[config.mk]
export PLATFORM = sky130hd
export DESIGN_NAME = mem_port_arbiter
export DESIGN_NICKNAME = d
export VERILOG_FILES = /design/src/rtl/mem_port_arbiter.sv
export SDC_FILE = /design/constraint.sdc
export NUM_CORES = 1
export LEC_CHECK = 0
export CAP_MARGIN = 20
export CORE_ASPECT_RATIO = 1.5
export CORE_MARGIN = 1
export CORE_UTILIZATION = 39
export CTS_CLUSTER_DIAMETER = 40
export CTS_CLUSTER_SIZE = 20
export DETAILED_ROUTE_END_ITERATION = 6
export PLACE_DENSITY_LB_ADDON = 0.08
export SLEW_MARGIN = 15
export SYNTH_ARGS = -nofsm -noshare
export SYNTH_HDL_FRONTEND = slang
export SYNTH_SLANG_ARGS = --single-unit
[constraint.sdc]
create_clock -name clk -period 1.49 [get_ports clk]
set_input_delay 0.3725 -clock clk [delete_from_list [all_inputs] [get_ports clk]]
set_output_delay 0.3725 -clock clk [all_outputs]
set_load 0.05 [all_outputs]
[src/rtl/mem_port_arbiter.sv]
// Single-port memory arbiter for fetch, data-read and data-write requesters (priority dw > dr > if).
// Define MEMARB_STARVE_EN to add a fetch anti-starvation counter that forces fetch after STARVE_MAX denials.
module mem_port_arbiter #(
    parameter int N          = 8,
    parameter int STARVE_MAX = 4
) (
    input  logic         clk,
    input  logic         reset,
    input  logic         if_req,
    input  logic [N-1:0] if_addr,
    output logic         if_gnt,
    output logic         if_rvalid,
    output logic [N-1:0] if_rdata,
    input  logic         dr_req,
    input  logic [N-1:0] dr_addr,
    output logic         dr_gnt,
    output logic         dr_rvalid,
    output logic [N-1:0] dr_rdata,
    input  logic         dw_req,
    input  logic [N-1:0] dw_addr,
    input  logic [N-1:0] dw_data,
    output logic         dw_gnt,
    output logic         mem_en,
    output logic         mem_we,
    output logic [N-1:0] mem_addr,
    output logic [N-1:0] mem_wdata,
    input  logic [N-1:0] mem_rdata
);

    typedef enum logic [1:0] {
        TAG_NONE = 2'd0,
        TAG_IF   = 2'd1,
        TAG_DR   = 2'd2
    } tag_t;

    logic         if_gnt_reg, dr_gnt_reg, dw_gnt_reg;
    logic         mem_en_reg, mem_we_reg;
    logic [N-1:0] mem_addr_reg, mem_wdata_reg;
    tag_t         tag_reg;

    logic         if_elig, dr_elig, dw_elig;
    logic         sel_if, sel_dr, sel_dw;

    // A requester whose grant is showing this cycle has not yet had a chance to drop req.
    assign if_elig = if_req & ~if_gnt_reg;
    assign dr_elig = dr_req & ~dr_gnt_reg;
    assign dw_elig = dw_req & ~dw_gnt_reg;

`ifdef MEMARB_STARVE_EN
    localparam int CW = $clog2(STARVE_MAX + 1);
    localparam logic [CW-1:0] STARVE_LIM = CW'(STARVE_MAX);

    logic [CW-1:0] starve_cnt_reg, starve_cnt_next;
    logic          starve_force;

    assign starve_force = (starve_cnt_reg == STARVE_LIM);

    always_comb begin
        sel_if = 1'b0;
        sel_dr = 1'b0;
        sel_dw = 1'b0;
        if (if_elig && starve_force) begin
            sel_if = 1'b1;
        end else if (dw_elig) begin
            sel_dw = 1'b1;
        end else if (dr_elig) begin
            sel_dr = 1'b1;
        end else if (if_elig) begin
            sel_if = 1'b1;
        end
    end

    always_comb begin
        starve_cnt_next = starve_cnt_reg;
        if (!if_req || sel_if) begin
            starve_cnt_next = '0;
        end else if (if_elig && !starve_force) begin
            starve_cnt_next = starve_cnt_reg + 1'b1;
        end
    end

    always_ff @(posedge clk or posedge reset) begin
        if (reset) begin
            starve_cnt_reg <= '0;
        end else begin
            starve_cnt_reg <= starve_cnt_next;
        end
    end
`else
    always_comb begin
        sel_if = 1'b0;
        sel_dr = 1'b0;
        sel_dw = 1'b0;
        if (dw_elig) begin
            sel_dw = 1'b1;
        end else if (dr_elig) begin
            sel_dr = 1'b1;
        end else if (if_elig) begin
            sel_if = 1'b1;
        end
    end
`endif

    always_ff @(posedge clk or posedge reset) begin
        if (reset) begin
            if_gnt_reg    <= 1'b0;
            dr_gnt_reg    <= 1'b0;
            dw_gnt_reg    <= 1'b0;
            mem_en_reg    <= 1'b0;
            mem_we_reg    <= 1'b0;
            mem_addr_reg  <= '0;
            mem_wdata_reg <= '0;
            tag_reg       <= TAG_NONE;
        end else begin
            if_gnt_reg <= sel_if;
            dr_gnt_reg <= sel_dr;
            dw_gnt_reg <= sel_dw;
            mem_en_reg <= sel_if | sel_dr | sel_dw;
            mem_we_reg <= sel_dw;
            if (sel_dw) begin
                mem_addr_reg  <= dw_addr;
                mem_wdata_reg <= dw_data;
            end else if (sel_dr) begin
                mem_addr_reg <= dr_addr;
            end else if (sel_if) begin
                mem_addr_reg <= if_addr;
            end
            // The tag trails the issued read command so it lines up with mem_rdata.
            tag_reg <= if_gnt_reg ? TAG_IF : (dr_gnt_reg ? TAG_DR : TAG_NONE);
        end
    end

    logic [1:0]   rvalid_vec;
    logic [N-1:0] rdata_vec [2];

    generate
        for (genvar gi = 0; gi < 2; gi++) begin : g_rport
            localparam tag_t PORT_TAG = (gi == 0) ? TAG_IF : TAG_DR;
            logic [N-1:0] rdata_reg;

            always_ff @(posedge clk or posedge reset) begin
                if (reset) begin
                    rdata_reg <= '0;
                end else if (tag_reg == PORT_TAG) begin
                    rdata_reg <= mem_rdata;
                end
            end

            assign rvalid_vec[gi] = (tag_reg == PORT_TAG);
            assign rdata_vec[gi]  = rvalid_vec[gi] ? mem_rdata : rdata_reg;
        end
    endgenerate

    assign if_gnt    = if_gnt_reg;
    assign dr_gnt    = dr_gnt_reg;
    assign dw_gnt    = dw_gnt_reg;
    assign mem_en    = mem_en_reg;
    assign mem_we    = mem_we_reg;
    assign mem_addr  = mem_addr_reg;
    assign mem_wdata = mem_wdata_reg;
    assign if_rvalid = rvalid_vec[0];
    assign if_rdata  = rdata_vec[0];
    assign dr_rvalid = rvalid_vec[1];
    assign dr_rdata  = rdata_vec[1];

endmodule
==> Word-level counts from Yosys, hierarchy flattened <==
Cells that the tools add are included.
{ "word_totals": {"regBits": 38, "inputBits": 45, "output_inout_bits": 39, "wordCells": 33} }
{ "classes": {"n_eq_ne": 2, "mux": 13, "bitwise_logic": 8, "n_reduce_logical": 1} }
{ "ops": {"columns": ["operator", "n"], "rows": [
  ["8-bit 2-to-1 mux", 5],
  ["1-bit 2-to-1 mux", 6],
  ["2-bit 2-to-1 mux", 2],
  ["1-bit AND", 3],
  ["1-bit NOT", 3],
  ["3-bit nonzero test", 1],
  ["2-bit by 1-bit == test with 1-bit output, second input constant", 1],
  ["2-bit == test, second input constant", 1],
  ["1-bit bitwise OR", 2]
]} }

==> Longest topological paths before layout <==
{ "logic_depth": {"ltp_word": 8, "depth_mapped": 6} }

==> Worst setup path before layout <==
Ideal clock, no wire load.
{ "synth_timing": {"kind": "reg-to-output", "start": "register tag_reg[1]", "end": "output port if_rdata[0]", "t_arrival_ns": 1.299, "t_required_ns": 1.118, "setup_slack_ns": -0.182, "stages_incl_launch_ff": 4, "n_path_buf": 1, "cell_sequence": "dfrtp_1 > nor2b_1 > buf_2 > mux2_2"} }
{ "synth_via": {"elab_chain_cells": 2} }
{ "synth_lines": {"columns": ["element", "line_no", "source"], "rows": [
  ["from (decl)", "39", "tag_t tag_reg;"],
  ["from (signal assigned)", "129", "tag_reg <= if_gnt_reg ? TAG_IF : (dr_gnt_reg ? TAG_DR : TAG_NONE);"],
  ["2-bit by 1-bit == test with 1-bit output", "149", "assign rvalid_vec[gi] = (tag_reg == PORT_TAG);"],
  ["via if_rvalid", "12", "output logic if_rvalid,"],
  ["8-bit 2-to-1 mux", null, null],
  ["to (decl)", "13", "output logic [N-1:0] if_rdata,"]
]} }
The timed path passes the listed nets, and every way through them passes these cells.

==> Worst setup path in the final report <==
{ "layout_timing": {"start": "register tag_reg[1]", "end": "output port if_rdata[0]"} }
{ "layout_via": {"elab_chain_cells": 2} }
{ "layout_lines": {"columns": ["element", "line_no"], "rows": [
  ["2-bit by 1-bit == test with 1-bit output", "149"],
  ["8-bit 2-to-1 mux", null]
]} }
Every way passes these cells.

==> Flow_metrics.wiki <==
{| class="wikitable"
! Metric !! Value
|-
| Total DRC errors in the routed layout || 0
|-
| Synthesized area divided by synthesized cell count || 11.4 um^2
|-
| Worst rel slew slack || 73.3%
|-
| Async set or reset register ratio after synthesis || 100%
|-
| Minimum period implied by the final worst setup slack || 1.86 ns
|-
| Total inserted antenna cells || 0
|-
| Half-perimeter wire length of the detailed placement result || 3.35 mm
|-
| Most used flip-flop cell after synthesis || sky130_fd_sc_hd__dfrtp_1
|-
| Final Hold Violating Endpoints || 0
|-
| Effective utilization at floorplan || 41.2%
|-
| Row count || 28
|-
| Met3 Wirelength || 354 um
|-
| Layout Nets || 283
|-
| Total overflow reported by the global router || 0
|-
| Met1 Wirelength || 1.72 mm
|-
| Peak Freq || 0.538 GHz
|-
| Fin. max-slew vios || 0
|-
| Class of the most critical hold timing path || in -> async
|-
| Vias || 1443
|-
| Root Driver || sky130_fd_sc_hd__clkbuf_8
|-
| Flip-flop count of the largest register after layout || 16
|-
| Proportion of power drawn by flip-flops and latches || 31.2%
|-
| Final setup violation count || 18
|-
| Met2 WL post-DR || 2.48 mm
|-
| Vertical extent of the die || 81.5 um
|-
| Aggregate routed wire length || 4.60 mm
|-
| Type of the worst setup path || reg -> out
|-
| Synth warn || 0
|-
| Post-synth cell types || 23
|-
| Critical Path Fanout Max || 5
|-
| Filler Cell Count || 246
|-
| VDD IR max || 0.00100 V
|-
| 1st-pass router iterations || 4
|-
| Max Buffers Root-to-Sink || 2
|-
| TritonCTS clock tree || done
|-
| Share of final-layout standard cells stronger than drive strength 1 || 36.4%
|-
| DIE AREA || 4480 um^2
|-
| P per Cell Area || 1390 nW/um^2
|-
| Critical path launch point type || register
|-
| Syn Std Cell Area || 1640 um^2
|-
| Vias per cell || 5.08
|-
| Cells after DPL || 272
|-
| Largest net degree at the start of global routing || 27
|-
| Share of total power in combinational logic || 50.3%
|-
| Remaining antenna violation count after routing || 0
|-
| Synthesized instance count || 144
|-
| CP max stage delay || 0.40 ns
|-
| Mean routed wirelength per cell || 16.2 um
|-
| Synthesized netlist net count || 189
|-
| Switching power of the nets || 0.00157 W
|-
| GPL Wtd Cong || 0.682
|-
| Antenna violations before repair || 0
|-
| Final WS setup || -0.368 ns
|-
| Violated checks || negative setup slack
|-
| Gr usage total || 22.1%
|-
| Worst-margin pin slew || 0.401 ns
|-
| Via count of the first global-routing pass || 1479
|-
| Static leakage power || 1.43 nW
|-
| Cells traversed along the worst timing path || nor2b_2 -> buf_6 -> mux2_4 -> buf_8
|-
| Port Buffers || 83
|-
| Area of all placed cells without fillers || 3120 um^2
|-
| Part of the cycle the worst path needs || 125%
|-
| Part of the Yosys area used for sequential elements || 57.8%
|-
| Unrepaired setup endpoints after global routing || true
|-
| CP max-delay cell || sky130_fd_sc_hd__dfrtp_1
|-
| Setup crit end kind || output pin
|-
| DR top layer || met4
|-
| Cts-stage hold buffer count || 0
|-
| MaxCap Viol Count || 0
|-
| Clock buffers created by TritonCTS || 5
|-
| Data required time of the critical path || 1.12 ns
|-
| Relative area change from synthesis to final layout || 89.8%
|-
| Status || finished with violations
|-
| Standard cell area after detailed placement || 2850 um^2
|-
| H-tree depth || 2
|-
| Total of flip-flops plus latches after synthesis || 38
|-
| 1st-iter DRT viols || 26
|-
| CTS clock-pin slew for the worst setup and hold paths || 0.07 ns
|-
| Total internal power || 0.00276 W
|-
| Sw Share || 36.3%
|-
| Core Region || 3990 um^2
|-
| First-pass GRT wire length || 7.09 mm
|-
| Clock Sink Count || 38
|-
| Clock Skews || 0.00334 ns
|-
| Die width || 55.0 um
|-
| Post-Layout Cell Count || 284
|-
| Worst-skew pair later-pin latency || 0.28 ns
|-
| Top-level port count || 84
|-
| Arrival time at the worst endpoint || 1.49 ns
|-
| Number of enable flip-flop cells after synthesis || 0
|-
| Clock power share || 18.5%
|}
-- placed cells by master, fill, tap and decap left out, drive strengths merged --
cell type | netlist | final
buf | 11 | 55
o211ai | 6 | 6
nand2 | 30 | 30
nor4 | 6 | 6
mux2 | 16 | 16
a31oi | 6 | 6
nand3 | 7 | 7
nand2b | 4 | 4
o32ai | 2 | 2
inv | 5 | 5
nor3 | 3 | 3
nor2b | 3 | 3
and2b | 1 | 1
clkbuf | 1 | 8
dfrtp | 38 | 38
a211oi | 2 | 2
nor2 | 3 | 3
clkdlybuf4s50 | 0 | 44
-- critical path, delay by kind of cell (launching register included) --
family,cells,cell delay (ns)
buffers and inverters,2,0.31
DFF,1,0.40
muxes,1,0.32
and+or+nand+nor,1,0.17
-- power groups by stage --
stage | Sequential (W) | Clock [W] | Combinational (W)
after detailed placement | 0.00137 | 0 | 0.00197
final | 0.00135 | 0.000804 | 0.00218
after global routing | 0.00137 | 0.000877 | 0.00227
after floorplan | 0.00155 | 0 | 0.000825
after global placement | 0.00135 | 0 | 0.00194
after CTS | 0.00135 | 0.000835 | 0.00217
-- through the flow --
stage          util (%)  setup slack [ns]  setup TNS, ns  total power [W]  hold slack (ns)
6_report           78.1            -0.368          -5.79          0.00434            0.409
5_1_grt            78.1            -0.418          -6.67          0.00452            0.443
4_1_cts            77.9            -0.401          -6.20          0.00436            0.403
3_5_place_dp       71.5            -0.177          -3.25          0.00334            0.493
3_3_place_gp       71.5            -0.137          -2.56          0.00329            0.483
2_1_floorplan         -           -0.0739         -0.591          0.00238            0.478
-- cell usage after synthesis (4+ instances only) --
cell type	count	area share [%]
sky130_fd_sc_hd__nand2_1	30	6.8
sky130_fd_sc_hd__inv_1	4	0.91
sky130_fd_sc_hd__o211ai_1	6	2.7
sky130_fd_sc_hd__buf_2	6	1.8
sky130_fd_sc_hd__mux2_2	9	6.2
sky130_fd_sc_hd__a31oi_1	6	2.3
sky130_fd_sc_hd__dfrtp_1	38	58
sky130_fd_sc_hd__nand3_1	7	2.1
sky130_fd_sc_hd__mux2_1	7	4.8
-- layout make-up --
class	instances	area, um^2	area share (%)
timing repair buffer	99	1330	42.6
sequential	38	952	30.5
multi-input combinational	89	648	20.8
clock buffer	8	110	3.53
tap	45	56.3	1.80
inverter	5	23.8	0.762
-- what timing repair did --
item | CTS | global route
setup endpoints to repair | 18 | 18
resized for setup | 34 | 1
setup buffers | 2 | 1
cloned | 1 | 0
pin swaps | 0 | 0
-- routing by layer --
layer,GRT usage (%),up-vias
met1,25.0,698
met2,38.3,63
li1,-,678
met4,6.00,0
met3,7.41,4
met5,0,-
-- path summary, 6_finish.rpt --
kind	startpoint	end	slack, ns	cells after the start
setup / recovery	tag_reg[1]	if_rdata[0]	-0.37	4
hold / removal	reset	mem_wdata[4]	0.41	3
setup reg to reg	dr_gnt	mem_addr[1]	0.16	4
hold reg to reg	g_rport[0].rdata_reg[4]	g_rport[0].rdata_reg[4]	0.52	1
max in group asynchronous	reset	mem_addr[2]	0.76	3
min in group clk	g_rport[0].rdata_reg[4]	g_rport[0].rdata_reg[4]	0.52	1
-- kinds of logic (layout without fill, tap and decap cells) --
kind of cell	count (synthesis)	count (layout)	synth area share [%]
AOI/OAI and AO/OA	16	16	7.00
DFF	38	38	57.8
buffers and inverters	17	112	6.54
and+or+nand+nor	57	57	17.7
muxes	16	16	11.0
No activity file was read; power rests on OpenSTA's default activity.
